**src/rtl/hp_manager.sv**
```systemverilog
// Player HP owner: arbitrates damage/heal requests, saturates HP, and runs the
// post-hit invulnerability window, game-over state and low-HP blink output.
module hp_manager #(
    parameter int HP_MAX     = 10,
    parameter int LOW_TH     = 3,
    parameter int INVULN_CYC = 50000000,
    parameter int BLINK_HALF = 12500000
) (
    input  logic       CLK,
    input  logic       RST,
    input  logic       START,
    input  logic       DMG_REQ,
    input  logic [3:0] DMG_AMT,
    input  logic       HEAL_REQ,
    input  logic [3:0] HEAL_AMT,
    output logic [3:0] OUT_HP,
    output logic       DMG_ACK,
    output logic       HEAL_ACK,
    output logic       INVULN,
    output logic       GAME_OVER,
    output logic       LOW_BLINK
);

    localparam int IW = (INVULN_CYC > 2) ? $clog2(INVULN_CYC) : 1;
    localparam int BW = (BLINK_HALF > 1) ? $clog2(BLINK_HALF) : 1;
    localparam logic [IW-1:0] INV_LOAD   = IW'(INVULN_CYC - 1);
    localparam logic [BW-1:0] BLINK_LAST = BW'(BLINK_HALF - 1);
    localparam logic [3:0]    HP_FULL    = 4'(HP_MAX);
    localparam logic [3:0]    LOW_LIM    = 4'(LOW_TH);

    typedef enum logic [1:0] {
        IDLE  = 2'd0,
        ALIVE = 2'd1,
        INV   = 2'd2,
        DEAD  = 2'd3
    } state_t;

    state_t          state_r, state_s;
    logic [3:0]      hp_r, hp_s;
    logic            dmg_ack_r, dmg_ack_s;
    logic            heal_ack_r, heal_ack_s;
    logic            invuln_r, invuln_s;
    logic            game_over_r, game_over_s;
    logic            blink_r, blink_s;
    logic [IW-1:0]   inv_cnt_r, inv_cnt_s;
    logic [BW-1:0]   blink_cnt_r, blink_cnt_s;

    logic            playing_s;
    logic            dmg_take_s;
    logic            heal_take_s;
    logic [4:0]      heal_sum_s;
    logic [3:0]      healed_s;
    logic [3:0]      hurt_s;
    logic            low_now_s;
    logic            low_next_s;

    // Requests are only taken while playing; an ACK high this cycle blocks re-acceptance.
    assign playing_s   = (state_r == ALIVE) || (state_r == INV);
    assign dmg_take_s  = playing_s && DMG_REQ && !dmg_ack_r;
    assign heal_take_s = playing_s && HEAL_REQ && !heal_ack_r && !dmg_take_s;
    assign heal_sum_s  = {1'b0, hp_r} + {1'b0, HEAL_AMT};
    assign healed_s    = (heal_sum_s > {1'b0, HP_FULL}) ? HP_FULL : heal_sum_s[3:0];
    assign hurt_s      = (DMG_AMT >= hp_r) ? 4'd0 : (hp_r - DMG_AMT);
    assign low_now_s   = playing_s && (hp_r >= 4'd1) && (hp_r <= LOW_LIM);

    // Next-state, HP arithmetic, invulnerability timer and blink generator.
    always_comb begin
        state_s     = state_r;
        hp_s        = hp_r;
        dmg_ack_s   = dmg_take_s;
        heal_ack_s  = heal_take_s;
        invuln_s    = invuln_r;
        game_over_s = game_over_r;
        inv_cnt_s   = inv_cnt_r;
        blink_s     = blink_r;
        blink_cnt_s = blink_cnt_r;
        low_next_s  = 1'b0;

        case (state_r)
            IDLE, DEAD: begin
                if (START) begin
                    state_s     = ALIVE;
                    hp_s        = HP_FULL;
                    game_over_s = 1'b0;
                    invuln_s    = 1'b0;
                    inv_cnt_s   = {IW{1'b0}};
                end else begin
                    state_s = state_r;
                end
            end
            ALIVE: begin
                if (dmg_take_s && (DMG_AMT != 4'd0)) begin
                    hp_s = hurt_s;
                    if (hurt_s == 4'd0) begin
                        state_s     = DEAD;
                        game_over_s = 1'b1;
                        invuln_s    = 1'b0;
                    end else begin
                        state_s   = INV;
                        invuln_s  = 1'b1;
                        inv_cnt_s = INV_LOAD;
                    end
                end else if (heal_take_s) begin
                    hp_s = healed_s;
                end else begin
                    hp_s = hp_r;
                end
            end
            INV: begin
                if (heal_take_s) begin
                    hp_s = healed_s;
                end else begin
                    hp_s = hp_r;
                end
                if (inv_cnt_r == {IW{1'b0}}) begin
                    state_s  = ALIVE;
                    invuln_s = 1'b0;
                end else begin
                    inv_cnt_s = inv_cnt_r - IW'(1);
                end
            end
            default: begin
                state_s = IDLE;
            end
        endcase

        low_next_s = ((state_s == ALIVE) || (state_s == INV)) &&
                     (hp_s >= 4'd1) && (hp_s <= LOW_LIM);

        if (!low_next_s) begin
            blink_s     = 1'b0;
            blink_cnt_s = {BW{1'b0}};
        end else if (!low_now_s) begin
            blink_s     = 1'b1;
            blink_cnt_s = {BW{1'b0}};
        end else if (blink_cnt_r == BLINK_LAST) begin
            blink_s     = !blink_r;
            blink_cnt_s = {BW{1'b0}};
        end else begin
            blink_cnt_s = blink_cnt_r + BW'(1);
        end
    end

    // State and output registers with asynchronous reset.
    always_ff @(posedge CLK or posedge RST) begin
        if (RST) begin
            state_r     <= IDLE;
            hp_r        <= 4'd0;
            dmg_ack_r   <= 1'b0;
            heal_ack_r  <= 1'b0;
            invuln_r    <= 1'b0;
            game_over_r <= 1'b0;
            blink_r     <= 1'b0;
            inv_cnt_r   <= {IW{1'b0}};
            blink_cnt_r <= {BW{1'b0}};
        end else begin
            state_r     <= state_s;
            hp_r        <= hp_s;
            dmg_ack_r   <= dmg_ack_s;
            heal_ack_r  <= heal_ack_s;
            invuln_r    <= invuln_s;
            game_over_r <= game_over_s;
            blink_r     <= blink_s;
            inv_cnt_r   <= inv_cnt_s;
            blink_cnt_r <= blink_cnt_s;
        end
    end

    assign OUT_HP    = hp_r;
    assign DMG_ACK   = dmg_ack_r;
    assign HEAL_ACK  = heal_ack_r;
    assign INVULN    = invuln_r;
    assign GAME_OVER = game_over_r;
    assign LOW_BLINK = blink_r;

endmodule

```
**config.mk**
```make
export PLATFORM = sky130hd
export DESIGN_NAME = hp_manager
export DESIGN_NICKNAME = d
export VERILOG_FILES = /design/src/rtl/hp_manager.sv
export SDC_FILE = /design/constraint.sdc
export NUM_CORES = 1
export LEC_CHECK = 0
export CAP_MARGIN = 15
export CORE_UTILIZATION = 42
export DETAILED_ROUTE_END_ITERATION = 16
export PLACE_DENSITY = 0.6
export SYNTH_ARGS = -nofsm -noshare
export SYNTH_HDL_FRONTEND = slang
export SYNTH_SLANG_ARGS = --single-unit
```
**constraint.sdc**
```tcl
create_clock -name CLK -period 3.6 [get_ports CLK]
set_input_delay 0.72 -clock CLK [delete_from_list [all_inputs] [get_ports CLK]]
set_output_delay 0.72 -clock CLK [all_outputs]
set_load 0.05 [all_outputs]
```
==> impl_metrics.yaml, run 1 <==
outcome:
  status: "finished clean"
timing:
  timing.slew.headroom: 0.547
  finalHoldViolations: 0
  rsz0062_at_grt: "no"
  slew_violations: 0
  fmax_ghz: 0.302
  fin_skew_ns: 0.0121
  min_period_ns: 3.32
  setup_ws_ns: 0.283
  setup_viol: 0
  finalCritPeriodShare: 0.921
  worstMarginPinSlew_ns: 0.680
synthesis:
  yosysUniqueCellTypes: 58
  yosysMostFrequentCell: "dfrtp_1"
  synth_ff_type: "dfrtp_1"
  synth_fp_nets: 455
  synth_area_mm2: 0.00388
  syn_area_per_cell_um2: 9.07
  yosysTopAreaCell: "dfrtp_1"
  ys_seq_area_frac: 0.393
  yosys_warnings: 0
  synth_seq_cells: 61
  syn_inst: 428
  synth-edff-count: 0
  synth_largest_type_area_fraction: 0.393
  async_flop_share: 1.00
  synth_commonest_cells: "dfrtp_1, o21ai_0, nor2_1"
  synth_area_leaders: "dfrtp_1, o21ai_0, ha_1"
global_route:
  antenna_found_initial: 0
  track_usage: 0.199
  grt_pass1_wl_um: 15300
  grt_max_degree: 27
  overflow: 0
  grt_pass1_vias: 3118
worst_setup_path:
  crit_buf_inv: 3
  critPathRequiredTime_ns: 3.85
  critPathMaxFanout: 25
  cp_data_arrival_time_ns: 3.56
  cp_slowest_cell: "clkdlybuf4s50_1"
  critPathMaxStageDelay_ns: 0.48
  cp-end-kind: "register"
  crit_chain: "clkdlybuf4s50_1 -> ha_1 -> inv_1 -> fa_1 -> nor3b_1 -> and4b_1 -> nor3_1 -> or2_2 -> a31oi_4 -> xnor2_2 -> buf_12 -> nor4_1"
  crit_type: "input pin to register"
  cp-start-kind: "input pin"
  crit_family: "simple AND/OR/NAND/NOR gates"
placed_design:
  dp_slack_ns: -0.0915
  io_buffers: 21
  place_area_mm2: 0.00432
  detailed_place_hpwl_um: 6270
  gp_congestion: 0.794
clocking:
  postCtsSetupBuffers: 0
  cts_buffers: 9
  insertion_delay_ns: 0.36
  ctsHoldBuffers: 0
  tritoncts: "done"
  htreeDepth: 3
  cts_sinks: 61
  clk_path_buf_depth: 2
  cts-root-buf: "clkbuf_8"
  clk_pin_slew_worst_paths_ns: 0.08
  cts.repair.resized: 0
floorplan:
  die_w_um: 98.1
  die_y_um: 98.1
  coreArea_mm2: 0.00885
  start_util: 0.439
  row_count: 34
  dieArea_mm2: 0.00963
  io_pins: 22
power:
  ir_drop_mv: 0.447
  leakagePower_nw: 1.82
  power_density_mw_per_mm2: 849
detailed_routing:
  routed_wl_um: 8880
  first_pass_iters: 7
  drtIter0Drc: 200
  viasPerCell: 5.78
  ant_nets: 0
  vias: 3316
  drc: 0
  wire_per_inst_um: 15.5
layout:
  diodes: 0
  area_growth_pct: 16.0
  multi_input_area_mm2: 0.00220
  finalNetCount: 488
  fin_area_mm2: 0.00450
  layout-drive-gt1-share: 0.131
  seqCellArea_mm2: 0.00153
  nFillCells: 867
run:
  cap_viol_max_count: 0
hold_path:
  hp-class: "register to register"
==> registers in the layout, indices dropped and copies added, names as in the netlist <==
signal / count
DMG_ACK: 1
GAME_OVER: 1
HEAL_ACK: 1
INVULN: 1
LOW_BLINK: 1
OUT_HP: 4
blink_cnt_r: 24
inv_cnt_r: 26
state_r: 2
==> final timing paths <==
check	slack [ns]	from	cells past startpoint	end
worst max-delay path	0.28	DMG_AMT[0]	12	blink_cnt_r[8]$_DFF_PP0_
worst min-delay path	0.51	inv_cnt_r[6]$_DFFE_PP0P_	2	inv_cnt_r[6]$_DFFE_PP0P_
worst max register to register	0.58	OUT_HP[0]$_DFF_PP0_	12	blink_cnt_r[8]$_DFF_PP0_
worst min register to register	0.51	inv_cnt_r[6]$_DFFE_PP0P_	2	inv_cnt_r[6]$_DFFE_PP0P_
max in group asynchronous	2.28	RST	3	blink_cnt_r[18]$_DFF_PP0_
min in group asynchronous	0.66	RST	2	inv_cnt_r[13]$_DFFE_PP0P_
==> placed cells by master (no fill, tap or decap), types with 4 or more instances in the layout <==
cell type	count
nand4_1	6
nor4_2	7
nand2b_1	6
xnor2_1	11
nand2_1	26
xor2_1	15
inv_1	19
or2_2	4
o41ai_1	4
clkbuf_8	10
o21ai_0	39
nand3_1	13
buf_4	18
nor2b_1	4
and3_1	4
a31oi_1	6
a22o_1	9
or3_1	8
nor4_1	22
or4_1	5
a21oi_1	18
nor3_1	20
dfrtp_1	61
o31ai_1	4
ha_1	12
nor2_1	35
clkdlybuf4s50_1	21
==> cell type report <==
cell class              count  share of cell area
clock buffers              10              0.0306
clock inverters             6              0.0100
inverters                  20              0.0167
multi-input cells         328               0.488
flip-flops and latches     61               0.339
well taps                 108              0.0300
repair buffers             41              0.0856
==> cells by family (layout without fill, tap and decap cells) <==
| kind of cell | count (synthesis) | count (layout) | synth area share |
|---|---|---|---|
| multiplexers | 1 | 1 | 0.00258 |
| AO/OA/AOI/OAI | 108 | 108 | 0.183 |
| buffers and inverters | 39 | 77 | 0.0422 |
| XOR/XNOR | 27 | 27 | 0.0628 |
| adder cells (fa/ha/maj) | 14 | 14 | 0.0490 |
| AND/OR/NAND/NOR | 178 | 178 | 0.267 |
| flip-flops | 61 | 61 | 0.393 |
==> layer usage <==
| layer | GRT usage | vias to the layer above | wire (µm) |
|---|---|---|---|
| met5 | 0 | - | 0 |
| met4 | 0.0597 | 0 | 134 |
| met3 | 0.0472 | 8 | 311 |
| met2 | 0.296 | 67 | 3910 |
| met1 | 0.287 | 1569 | 4530 |
| li1 | - | 1672 | - |
==> per-stage QoR <==
stage	power, mW	utilization	std cells	setup TNS (ns)	hold WS, ns
floorplan	2.58	-	428	0	0.461
global placement	3.22	0.488	558	0	0.489
detailed placement	3.25	0.488	558	-0.723	0.496
CTS	3.85	0.509	574	0	0.515
global route	4.12	0.509	574	0	0.541
finish	3.82	0.509	574	0	0.507
==> worst reg2reg max path: cells and delay by family (launching register included) <==
kind                       cells  cell delay, ns
xor gates and xnor gates       1            0.11
AOI/OAI and AO/OA              1            0.23
DFF                            1            0.43
buffers and inverters          3            0.33
and+or+nand+nor                5            1.16
adders and majority gates      2            0.65
==> report_power, final <==
| group | internal (mW) | total [mW] | switching, mW |
|---|---|---|---|
| logic | 0.878 | 2.25 | 1.37 |
| registers | 0.825 | 0.987 | 0.162 |
| clock network | 0.273 | 0.583 | 0.310 |
No activity file was read; power rests on OpenSTA's default activity.
==> inputs of run 2 (changes only) <==
Settings changed: RECOVER_POWER set to 25.
==> impl_metrics.yaml, run 2 (synthesized netlist as in run 1, its figures left out) <==
floorplan:
  io_pins: 22
  row_count: 34
  die_w_um: 98.1
  start_util: 0.439
  die_y_um: 98.1
  coreArea_mm2: 0.00885
  dieArea_mm2: 0.00963
timing:
  finalHoldViolations: 0
  rsz0062_at_grt: "no"
  finalCritPeriodShare: 0.922
  setup_viol: 0
  min_period_ns: 3.32
  setup_ws_ns: 0.282
  timing.slew.headroom: 0.198
  fmax_ghz: 0.301
  fin_skew_ns: 0.0118
  slew_violations: 0
  worstMarginPinSlew_ns: 1.20
layout:
  area_growth_pct: 15.4
  fin_area_mm2: 0.00448
  largest_reg_flops: 26
  post-route-util: 0.507
  mostFrequentLayoutCells: "dfrtp_1, o21ai_0, nor2_1"
  finalNetCount: 488
  layout-drive-gt1-share: 0.122
  regMostFlops: "inv_cnt_r"
  layout_commonest_cell: "dfrtp_1"
  diodes: 0
clocking:
  cts.repair.resized: 0
  clk_pin_slew_worst_paths_ns: 0.08
  insertion_delay_ns: 0.36
  postCtsSetupBuffers: 0
  tritoncts: "done"
  cts_sinks: 61
  htreeDepth: 3
  ctsHoldBuffers: 0
  cts-root-buf: "clkbuf_8"
  cts_buffers: 9
  clk_path_buf_depth: 2
worst_setup_path:
  cp_data_arrival_time_ns: 3.57
  crit_chain: "clkdlybuf4s50_1 -> ha_1 -> inv_1 -> fa_1 -> nor3b_1 -> and4b_1 -> nor3_1 -> or2_2 -> a31oi_4 -> xnor2_2 -> buf_12 -> nor4_1"
  critPathMaxStageDelay_ns: 0.48
  cp-startpoint: "DMG_AMT[0]"
  crit_type: "input pin to register"
  critPathMaxFanout: 25
  cp_slowest_cell: "clkdlybuf4s50_1"
  critPathRequiredTime_ns: 3.85
  crit_buf_inv: 3
  cp-end-kind: "register"
  rr_startpoint: "state_r[0]$_DFF_PP0_"
  crit_family: "simple AND/OR/NAND/NOR gates"
  cp-start-kind: "input pin"
power:
  ir_drop_mv: 0.448
  leakagePower_nw: 1.82
  power_density_mw_per_mm2: 850
detailed_routing:
  viasPerCell: 5.79
  first_pass_iters: 6
  drc: 0
  routed_wl_um: 8950
  drtIter0Drc: 209
  ant_nets: 0
  wire_per_inst_um: 15.6
  vias: 3323
placed_design:
  detailed_place_hpwl_um: 6270
  io_buffers: 21
  place_area_mm2: 0.00432
  gp_congestion: 0.794
  dp_slack_ns: -0.0915
global_route:
  overflow: 0
  grt_pass1_wl_um: 15300
  grt_pass1_vias: 3118
  antenna_found_initial: 0
  track_usage: 0.199
  grt_max_degree: 27
hold_path:
  hp-class: "register to register"
  hp-start: "inv_cnt_r[6]$_DFFE_PP0P_"
run:
  cap_viol_max_count: 0
outcome:
  status: "finished clean"
run 2: cell count changes in the layout (fill, tap and decap cells not counted):
cell             before  now
buf_4                18   17
inv_1                19   20
dlygate4sd3_1         0    1
nor3b_2               1    0
inv_2                 1    0
nor3_1               20   21
nor3b_1               3    4
clkdlybuf4s50_1      21   20
nor3_4                2    1
clkbuf_1              0    1
run 2: final timing paths:
| path | to | slack (ns) | depth (start not counted) |
|---|---|---|---|
| max | blink_cnt_r[8]$_DFF_PP0_ | 0.28 | 12 |
| min | inv_cnt_r[6]$_DFFE_PP0P_ | 0.51 | 2 |
| max reg2reg | blink_cnt_r[11]$_DFF_PP0_ | 0.51 | 9 |
| min reg2reg | inv_cnt_r[6]$_DFFE_PP0P_ | 0.51 | 2 |
| max in group asynchronous | inv_cnt_r[17]$_DFFE_PP0P_ | 1.18 | 3 |
| min in group asynchronous | inv_cnt_r[13]$_DFFE_PP0P_ | 0.90 | 2 |
run 2: layout make-up:
type,instances,area [µm²]
fill,869,4370
tap,108,135
clock buffer,10,138
clock inverter,6,45.0
inverter,20,75.1
timing repair buffer,41,382
multi-input combinational,328,2180
sequential,61,1530
run 2: tightest hold or removal path: stages, from the launching register on:
cell and delay, ns:
dfrtp_1 0.34, o21ai_0 0.07, o21ai_0 0.07
run 2: metrics by stage:
step                instances  hold WS [ns]  TNS (ns)  total power [mW]
floorplan                 428         0.461         0              2.58
global placement          558         0.489         0              3.22
detailed placement        558         0.496    -0.723              3.25
CTS                       574         0.515         0              3.85
global route              574         0.562         0              4.11
finish                    574         0.509         0              3.81
run 2: layer usage:
| layer | vias up | global-route usage | part of all wire |
|---|---|---|---|
| met5 | - | 0 | 0 |
| met4 | 0 | 0.0597 | 0.017 |
| met3 | 12 | 0.0472 | 0.030 |
| met2 | 60 | 0.296 | 0.43 |
| met1 | 1582 | 0.287 | 0.52 |
| li1 | 1669 | - | - |
run 2: report_power, final:
part           switching (mW)  internal, mW
registers               0.162         0.825
clock network           0.309         0.273
logic                    1.37         0.872
total                    1.84          1.97
